## src/rtl/perf_counter_bank.sv

```systemverilog
`default_nettype none
// +----------------------------------------------------------------------------+
// | Module  : perf_counter_bank                                                |
// | Brief   : Bank of independent event counters with per-channel mode,        |
// |           compare, overflow and match, plus indexed write/registered read. |
// | Revision: 1.0 - initial release                                            |
// +----------------------------------------------------------------------------+
module perf_counter_bank #(
   parameter int WIDTH    = 32,
   parameter int CH_W     = 2,
   localparam int CHANNELS = 2 ** CH_W
) (
   input  logic                clk,
   input  logic                rst,
   input  logic [CHANNELS-1:0] inc_i,
   input  logic [CHANNELS-1:0] inhibit_i,
   input  logic                wr_en,
   input  logic [CH_W-1:0]     wr_sel,
   input  logic [1:0]          wr_field,
   input  logic [WIDTH-1:0]    wr_data,
   input  logic [CH_W-1:0]     rd_sel,
   input  logic [1:0]          rd_field,
   output logic [WIDTH-1:0]    rd_data,
   output logic [CHANNELS-1:0] match_o,
   output logic [CHANNELS-1:0] ovf_o
);

   localparam logic [1:0] c_MODE_WRAP    = 2'b00;
   localparam logic [1:0] c_MODE_SAT     = 2'b01;
   localparam logic [1:0] c_MODE_RELOAD  = 2'b10;
   localparam logic [1:0] c_MODE_ONESHOT = 2'b11;

   localparam logic [1:0] c_F_COUNT   = 2'b00;
   localparam logic [1:0] c_F_COMPARE = 2'b01;
   localparam logic [1:0] c_F_MODE    = 2'b10;
   localparam logic [1:0] c_F_STATUS  = 2'b11;

   localparam logic [WIDTH-1:0] c_ONE = {{(WIDTH-1){1'b0}}, 1'b1};

   logic [WIDTH-1:0]    w_cnt  [CHANNELS];
   logic [WIDTH-1:0]    w_cmp  [CHANNELS];
   logic [1:0]          w_mode [CHANNELS];
   logic [CHANNELS-1:0] w_done;
   logic [CHANNELS-1:0] w_ovf;
   logic [CHANNELS-1:0] w_match;
   logic [WIDTH-1:0]    r_rd_data;

   for (genvar n = 0; n < CHANNELS; n++) begin : g_ch
      logic [WIDTH-1:0] r_cnt;
      logic [WIDTH-1:0] r_cmp;
      logic [1:0]       r_mode;
      logic             r_done;
      logic             r_ovf;
      logic             r_match;
      logic             w_sel;
      logic             w_ev;
      logic             w_hit;
      logic             w_max;
      logic             w_cnt_wr;
      logic [WIDTH-1:0] w_inc;

      assign w_sel    = wr_en && (wr_sel == CH_W'(n));
      assign w_cnt_wr = w_sel && (wr_field == c_F_COUNT);
      assign w_ev     = inc_i[n] && !inhibit_i[n] && !r_done;
      assign w_hit    = w_ev && (r_cnt == r_cmp);
      assign w_max    = &r_cnt;
      assign w_inc    = r_cnt + c_ONE;

      always_ff @(posedge clk or posedge rst) begin
         if (rst) begin
            r_cnt   <= '0;
            r_cmp   <= '1;
            r_mode  <= c_MODE_WRAP;
            r_done  <= 1'b0;
            r_ovf   <= 1'b0;
            r_match <= 1'b0;
         end else begin
            r_match <= w_hit && !w_cnt_wr;
            // A count write overrides any event of the same cycle.
            if (w_cnt_wr) begin
               r_cnt  <= wr_data;
               r_ovf  <= 1'b0;
               r_done <= 1'b0;
            end else if (w_ev) begin
               case (r_mode)
                  c_MODE_SAT: begin
                     if (w_max) r_ovf <= 1'b1;
                     else       r_cnt <= w_inc;
                  end
                  c_MODE_RELOAD: begin
                     if (w_hit) begin
                        r_cnt <= '0;
                     end else begin
                        r_cnt <= w_inc;
                        if (w_max) r_ovf <= 1'b1;
                     end
                  end
                  c_MODE_ONESHOT: begin
                     if (w_hit) begin
                        r_done <= 1'b1;
                     end else begin
                        r_cnt <= w_inc;
                        if (w_max) r_ovf <= 1'b1;
                     end
                  end
                  default: begin
                     r_cnt <= w_inc;
                     if (w_max) r_ovf <= 1'b1;
                  end
               endcase
            end
            if (w_sel && (wr_field == c_F_COMPARE)) r_cmp <= wr_data;
            // Placed after event handling so a mode write also clears a done set this cycle.
            if (w_sel && (wr_field == c_F_MODE)) begin
               r_mode <= wr_data[1:0];
               r_done <= 1'b0;
            end
         end
      end

      assign w_cnt[n]   = r_cnt;
      assign w_cmp[n]   = r_cmp;
      assign w_mode[n]  = r_mode;
      assign w_done[n]  = r_done;
      assign w_ovf[n]   = r_ovf;
      assign w_match[n] = r_match;
   end

   always_ff @(posedge clk or posedge rst) begin
      if (rst) begin
         r_rd_data <= '0;
      end else begin
         case (rd_field)
            c_F_COUNT:   r_rd_data <= w_cnt[rd_sel];
            c_F_COMPARE: r_rd_data <= w_cmp[rd_sel];
            c_F_MODE:    r_rd_data <= {{(WIDTH-2){1'b0}}, w_mode[rd_sel]};
            c_F_STATUS:  r_rd_data <= {{(WIDTH-2){1'b0}}, w_done[rd_sel], w_ovf[rd_sel]};
            default:     r_rd_data <= '0;
         endcase
      end
   end

   assign rd_data = r_rd_data;
   assign match_o = w_match;
   assign ovf_o   = w_ovf;

endmodule
`default_nettype wire

```

## config.mk

```make
export PLATFORM = sky130hd
export DESIGN_NAME = perf_counter_bank
export DESIGN_NICKNAME = d
export VERILOG_FILES = /design/src/rtl/perf_counter_bank.sv
export SDC_FILE = /design/constraint.sdc
export NUM_CORES = 1
export LEC_CHECK = 0
export ABC_CLOCK_PERIOD_IN_PS = 13000
export CORE_MARGIN = 5
export CORE_UTILIZATION = 30
export CTS_BUF_LIST = sky130_fd_sc_hd__clkbuf_4 sky130_fd_sc_hd__clkbuf_8 sky130_fd_sc_hd__clkbuf_16
export DETAILED_ROUTE_END_ITERATION = 12
export PLACE_DENSITY = 0.57
export SLEW_MARGIN = 20
export SYNTH_ARGS = -nofsm -noshare
export SYNTH_HDL_FRONTEND = slang
export SYNTH_SLANG_ARGS = --single-unit
```

## constraint.sdc

```tcl
create_clock -name clk -period 13 [get_ports clk]
set_input_delay 1.95 -clock clk [delete_from_list [all_inputs] [get_ports clk]]
set_output_delay 1.95 -clock clk [all_outputs]
set_load 0.005 [all_outputs]
```

# ---- After elaboration in Yosys (flattened, before gate mapping)
# Cells that the tools add are included.
# Widths: inputs -> output; s select.
dict set report totals {
  register_bits 308
}
dict set report op_classes {
  add_sub_neg 4
  mux 78
  n_reduce_logical 83
  bitwise_logic 1
  n_lt_le_gt_ge 2
  n_eq_ne 36
}
# op count
set ops {}
lappend ops {{$mux 32} 24}
lappend ops {{$pmux 32 s3} 4}
lappend ops {{$add 32x1->32 const B} 4}
lappend ops {{$bmux 32 s2} 2}
lappend ops {{$eq 32x32->1} 4}
lappend ops {{$pmux 32 s4} 1}
lappend ops {{$reduce_and 32->1} 4}
lappend ops {{$mux 1} 42}
lappend ops {{$reduce_bool 3->1} 12}
lappend ops {{$logic_and 1x1->1} 32}
lappend ops {{$eq 2x2->1 const B} 13}
lappend ops {{$ne 3x3->1 const B} 8}
lappend ops {{$reduce_and 3->1} 8}
lappend ops {{$eq 2x1->1 const B} 7}
lappend ops {{$logic_not 1->1} 12}
lappend ops {{$ne 3x2->1 const B} 4}
lappend ops {{$reduce_and 2->1} 4}
lappend ops {{$reduce_bool 2->1} 4}
lappend ops {{$reduce_or 2->1} 4}
lappend ops {{$logic_not 2->1} 3}
lappend ops {{$bmux 1 s2} 2}
lappend ops {{$bmux 2 s2} 1}
lappend ops {{$mux 2} 2}
lappend ops {{$ge 3x3->1 const B} 1}
lappend ops {{other kinds (2)} 2}

# ---- Logic depth before layout (Yosys ltp)
dict set report logic_depth {
  ltp_word 9
  depth_mapped 11
  ltp_nobuf 8
}

# ---- Worst setup path before layout
# Ideal clock, no wire load.
dict set report synth_timing {
  kind {input port to flip-flop}
  from {in rd_sel[0]}
  to {reg r_rd_data[10], in the netlist rd_data[10]}
  n_path_buf 4
  cell_stages 7
  required_ns 12.868
  t_arrival_ns 3.986
  setup_slack_ns 8.882
  path_cell_list {clkbuf_1 clkbuf_1 buf_1 clkbuf_1 mux4_2 mux2i_1 nor2_1}
}
dict set report synth_via {
  elab_chain_len 5
  elab_cells_between_ends 8
}
# item line
set synth_lines {}
lappend synth_lines {{start: declaration} 21} ;# input logic [CH_W-1:0] rd_sel,
lappend synth_lines {{$not 2->3 (not written as such) *} {134, 135}}
lappend synth_lines {{$bmux 32 s2 (on tied branches)} {135, 134}}
lappend synth_lines {{$mux 32 (on tied branches) (2 in a row)} {135, 134}}
lappend synth_lines {{$pmux 32 s4 *} 133} ;# case (rd_field)
lappend synth_lines {{end signal: assignment} 134} ;# c_F_COUNT: r_rd_data <= w_cnt[rd_sel];
lappend synth_lines {{end signal: assignment} 135} ;# c_F_COMPARE: r_rd_data <= w_cmp[rd_sel];
lappend synth_lines {{end signal: assignment} 136} ;# c_F_MODE: r_rd_data <= {{(WIDTH-2){1'b0}}, w_mode[rd_sel]};
lappend synth_lines {{end: declaration} 46} ;# logic [WIDTH-1:0] r_rd_data;
# Mark *: on every way between the ends. The rest lies on a longest branch, timed or not. The select of a mux whose other input is x is not followed.
# A chain may end at the register's enable or synchronous reset.

# ---- Worst setup path in the final report
dict set report layout_timing {
  from {in wr_sel[0]}
  to {reg g_ch[1].r_cnt[31]}
}
dict set report layout_via {
  elab_chain_len 5
  elab_cells_between_ends 8
}
# item line
set layout_lines {}
lappend layout_lines {{start: declaration} 18} ;# input logic [CH_W-1:0] wr_sel,
lappend layout_lines {{$eq 2x1->1 *} 62} ;# assign w_sel = wr_en && (wr_sel == CH_W'(n));
lappend layout_lines {{$logic_and 1x1->1 *} 62}
lappend layout_lines {{$logic_and 1x1->1 *} 63} ;# assign w_cnt_wr = w_sel && (wr_field == c_F_COUNT);
lappend layout_lines {{$ne 3x3->1 (no line) / $reduce_bool 2->1 (equally long branches)} -}
lappend layout_lines {{$reduce_and 3->1 (no line)} -}
lappend layout_lines {{end signal: assignment} 81} ;# r_cnt <= wr_data;
lappend layout_lines {{end signal: assignment} 88} ;# else r_cnt <= w_inc;
lappend layout_lines {{end signal: assignment} 94} ;# r_cnt <= w_inc;
lappend layout_lines {{end: declaration} 49} ;# logic [WIDTH-1:0] r_cnt;
# Mark *: on every way between the ends. The rest lies on a longest branch, timed or not.

==> results.tsv <==
stage	metric	value	unit
floorplan	start_util	30.3	%
drt	wl	77700	microns
global_routing	grt_usage	21.7	%
sta	max_slew_margin	20.3	%
floorplan	core-area	63100	sq um
sta	finalSetupViolCount	0	
global_routing	antenna_found_initial	2	
sta	fmax	211	MHz
global_routing	grt_first_pass_wirelength	114000	microns
clocking	cts_setup_buffers	0	
sta	finClkSkew	0.0203	ns
drt	detail_route.first_pass.iterations	6	
clocking	clockRootBuffer	clkbuf_16	
power	ir_worst_vdd	0.0780	mV
logic_synthesis	synth_top_area_share	23.6	%
drt	drt_iter0_markers	2167	
clocking	clockBufferDepth	3	
sta	setup_tns	0	ns
global_routing	grt_overflow	0	
floorplan	die_x	262	microns
worst_setup_path	required	13.46	ns
logic_synthesis	syn-cell-area	19100	sq um
job	cap_violations	0	
drt	drc	0	
drt	via_per_inst	6.05	
sta	setup_slack	8.26	ns
logic_synthesis	muxShareOfSynthArea	17.8	%
logic_synthesis	synth_fa_ha_area_share	0.262	%
drt	detail-route-antenna-nets	0	
sta	tightest_slew	1.19	ns
logic_synthesis	netlist_instances	1903	
global_routing	grt_pass1_vias	16300	
sta	rsz0062_at_grt	false	
worst_setup_path	cpMaxStageDelayCell	clkdlybuf4s50_1	
power	swShare	35.7	%
clocking	htreeDepth	2	
clocking	cts.hold.buffers_added	0	
logic_synthesis	synthXorXnorAreaFrac	5.92	%
worst_setup_path	crit_arrival	5.20	ns
floorplan	dieArea	68800	sq um
floorplan	io_pins	91	
drt	vias	16900	
drt	wl_per_cell	27.8	microns
floorplan	die_h	262	microns
placed_design	place_area	20700	sq um
logic_synthesis	syn-num-nets	1958	
outcome	status	complete, no violations	
hold_path	hold_path_class	reg2reg	
sta	fin_hold_ws	0.509	ns
power	p_switching	1350	uW
finish	area_growth	16.1	%
logic_synthesis	ys_seq_area_share	41.2	%
power	clkPwrFrac	31.8	%
clocking	tritoncts	yes	
clocking	cts_resized	0	
logic_synthesis	ys.flop_type	dfrtp_1	
power	combinationalPowerShare	24.7	%
global_routing	grt_max_degree	98	
logic_synthesis	synth_seq_cells	308	
finish	drive_gt1_share	24.4	%
logic_synthesis	synth-warning-count	0	
worst_setup_path	path_cells	clkdlybuf4s50_1, nor3b_1, nor2b_2, buf_4, or4_1, o21ai_0, a32o_1	
power	intPower	2430	uW
clocking	path_clk_slew	0.07	ns
logic_synthesis	synth_simple_gate_area_share	18.5	%
sta	period_share	36.4	%
logic_synthesis	ys_types	78	
finish	final_nets	1970	
logic_synthesis	synth_area_leaders	dfrtp_1, dfstp_2, mux4_2	
power	power	3770	uW
power	total_leakage_power	0.00819	uW
worst_setup_path	cp-start-kind	input port	
worst_setup_path	crit_path_end_kind	flop	
placed_design	port_buffers	90	
sta	maxSlewViolCount	0	
placed_design	post-place-ws	7.73	ns
sta	min_period	4.74	ns
logic_synthesis	synth-edff-count	0	
placed_design	gp_congestion	1.03	
logic_synthesis	synth_area_per_cell	10.0	sq um
floorplan	rows	92	
clocking	cts_sinks	308	
worst_setup_path	path_max_fanout	22	
clocking	insertion_delay	0.57	ns
placed_design	dpl.hpwl	57900	microns
logic_synthesis	synthArstFlopShare	100	%
power	power.density	170	nW/um^2
power	pwr-share-seq	43.6	%
logic_synthesis	synth_top_family_by_area	simple AND/OR/NAND/NOR gates	
worst_setup_path	critPathMaxStageDelay	0.97	ns
sta	hold_viol_final	0	
logic_synthesis	yosysTopAreaCell	dfrtp_1	
finish	final_cell_area	22200	sq um
worst_setup_path	worst-setup-path-type	in2reg	
clocking	cts_buffers	39	
logic_synthesis	synth_compound_area_share	12.5	%
-- cell type report --
type	count	area, sq um
repair buffers	121	1130
fillers	6341	40900
flip-flops and latches	308	7870
well taps	846	1060
clock inverters	13	215
multi-input cells	1412	10600
clock buffers	58	1180
inverters	33	131
diodes	3	7.51
-- metrics by stage --
| step | util [%] | std cells |
|---|---|---|
| after detailed placement | 32.9 | 2719 |
| after CTS | 35.1 | 2790 |
| final | 35.1 | 2794 |
| after floorplan | - | 1903 |
| after global placement | 32.9 | 2719 |
| after global routing | 35.1 | 2791 |
-- synth_stat cells, types with 10 or more instances --
| library cell | instances |
|---|---|
| a211oi_1 | 18 |
| a21oi_1 | 48 |
| a22oi_1 | 25 |
| a31oi_1 | 19 |
| a32oi_1 | 11 |
| and3_1 | 24 |
| and4_1 | 13 |
| buf_1 | 18 |
| buf_4 | 10 |
| clkbuf_1 | 112 |
| dfrtp_1 | 180 |
| dfstp_2 | 128 |
| inv_1 | 33 |
| mux2_2 | 134 |
| mux2i_1 | 31 |
| mux4_2 | 70 |
| nand2_1 | 221 |
| nand3_1 | 90 |
| nand4_1 | 42 |
| nor2_1 | 148 |
| nor2b_1 | 14 |
| nor3_1 | 30 |
| nor4_1 | 42 |
| o211ai_1 | 54 |
| o21ai_0 | 39 |
| o21ai_1 | 13 |
| o311ai_0 | 33 |
| or3_1 | 10 |
| or4_1 | 19 |
| xnor2_1 | 61 |
| xor2_1 | 68 |
-- power groups by stage --
stage | combinational, uW | clock (uW) | sequential, uW
floorplan | 657 | 0 | 1420
global placement | 912 | 0 | 1620
detailed placement | 925 | 0 | 1640
CTS | 930 | 1210 | 1620
global route | 992 | 1250 | 1660
finish | 930 | 1200 | 1640
-- worst paths after layout --
path / start / endpoint / slack [ns] / cells past startpoint
worst max-delay path: wr_sel[0] / g_ch[1].r_cnt[31]$_DFFE_PP0P_ / 8.26 / 7
worst min register to register: g_ch[1].r_cmp[7]$_DFFE_PP1P_ / g_ch[1].r_cmp[7]$_DFFE_PP1P_ / 0.51 / 2
min in group asynchronous: rst / g_ch[1].r_match$_DFF_PP0_ / 1.91 / 2
worst max register to register: g_ch[0].r_cnt[5]$_DFFE_PP0P_ / g_ch[0].r_cnt[21]$_DFFE_PP0P_ / 9.26 / 7
worst min-delay path: g_ch[1].r_cmp[7]$_DFFE_PP1P_ / g_ch[1].r_cmp[7]$_DFFE_PP1P_ / 0.51 / 2
max in group asynchronous: rst / g_ch[3].r_cnt[29]$_DFFE_PP0P_ / 9.54 / 3
-- registers in the layout, indices dropped and copies added (netlist names) --
register / flops
rd_data: 32
g_ch.r_cmp: 128
g_ch.r_match: 4
g_ch.r_done: 4
g_ch.r_ovf: 4
g_ch.r_mode: 8
g_ch.r_cnt: 128
-- logic make-up after synthesis --
| logic type | count (synthesis) |
|---|---|
| buffers and inverters | 183 |
| AO/OA/AOI/OAI | 333 |
| flip-flops | 308 |
| adder cells (fa/ha/maj) | 4 |
| multiplexers | 235 |
| XOR/XNOR | 129 |
| AND/OR/NAND/NOR | 711 |
-- cells in the final DEF, fill, tap and decap left out, types with 47 or more instances in the layout --
cell and count:
a21oi_1 47, clkdlybuf4s50_1 87, dfrtp_1 180, dfstp_2 128
mux2_2 134, mux4_2 70, nand2_1 219, nand3_1 88
nor2_1 147, o211ai_1 54, xnor2_1 61, xor2_1 68
-- layer usage --
metal  part of all wire, %  track usage, %  vias to the layer above
met5                     0               0                        -
met4                   5.4            9.69                        0
met3                   8.2            3.97                      179
met1                    43            30.5                     8771
li1                      -               -                     7123
met2                    44            32.8                      833
-- critical path, delay by kind of cell --
kind | cells | cell delay [ns]
buffers and inverters | 2 | 1.36
AND/OR/NAND/NOR | 3 | 1.55
AO/OA/AOI/OAI | 2 | 0.32
Note: power is estimated with default switching activity, not from simulation.
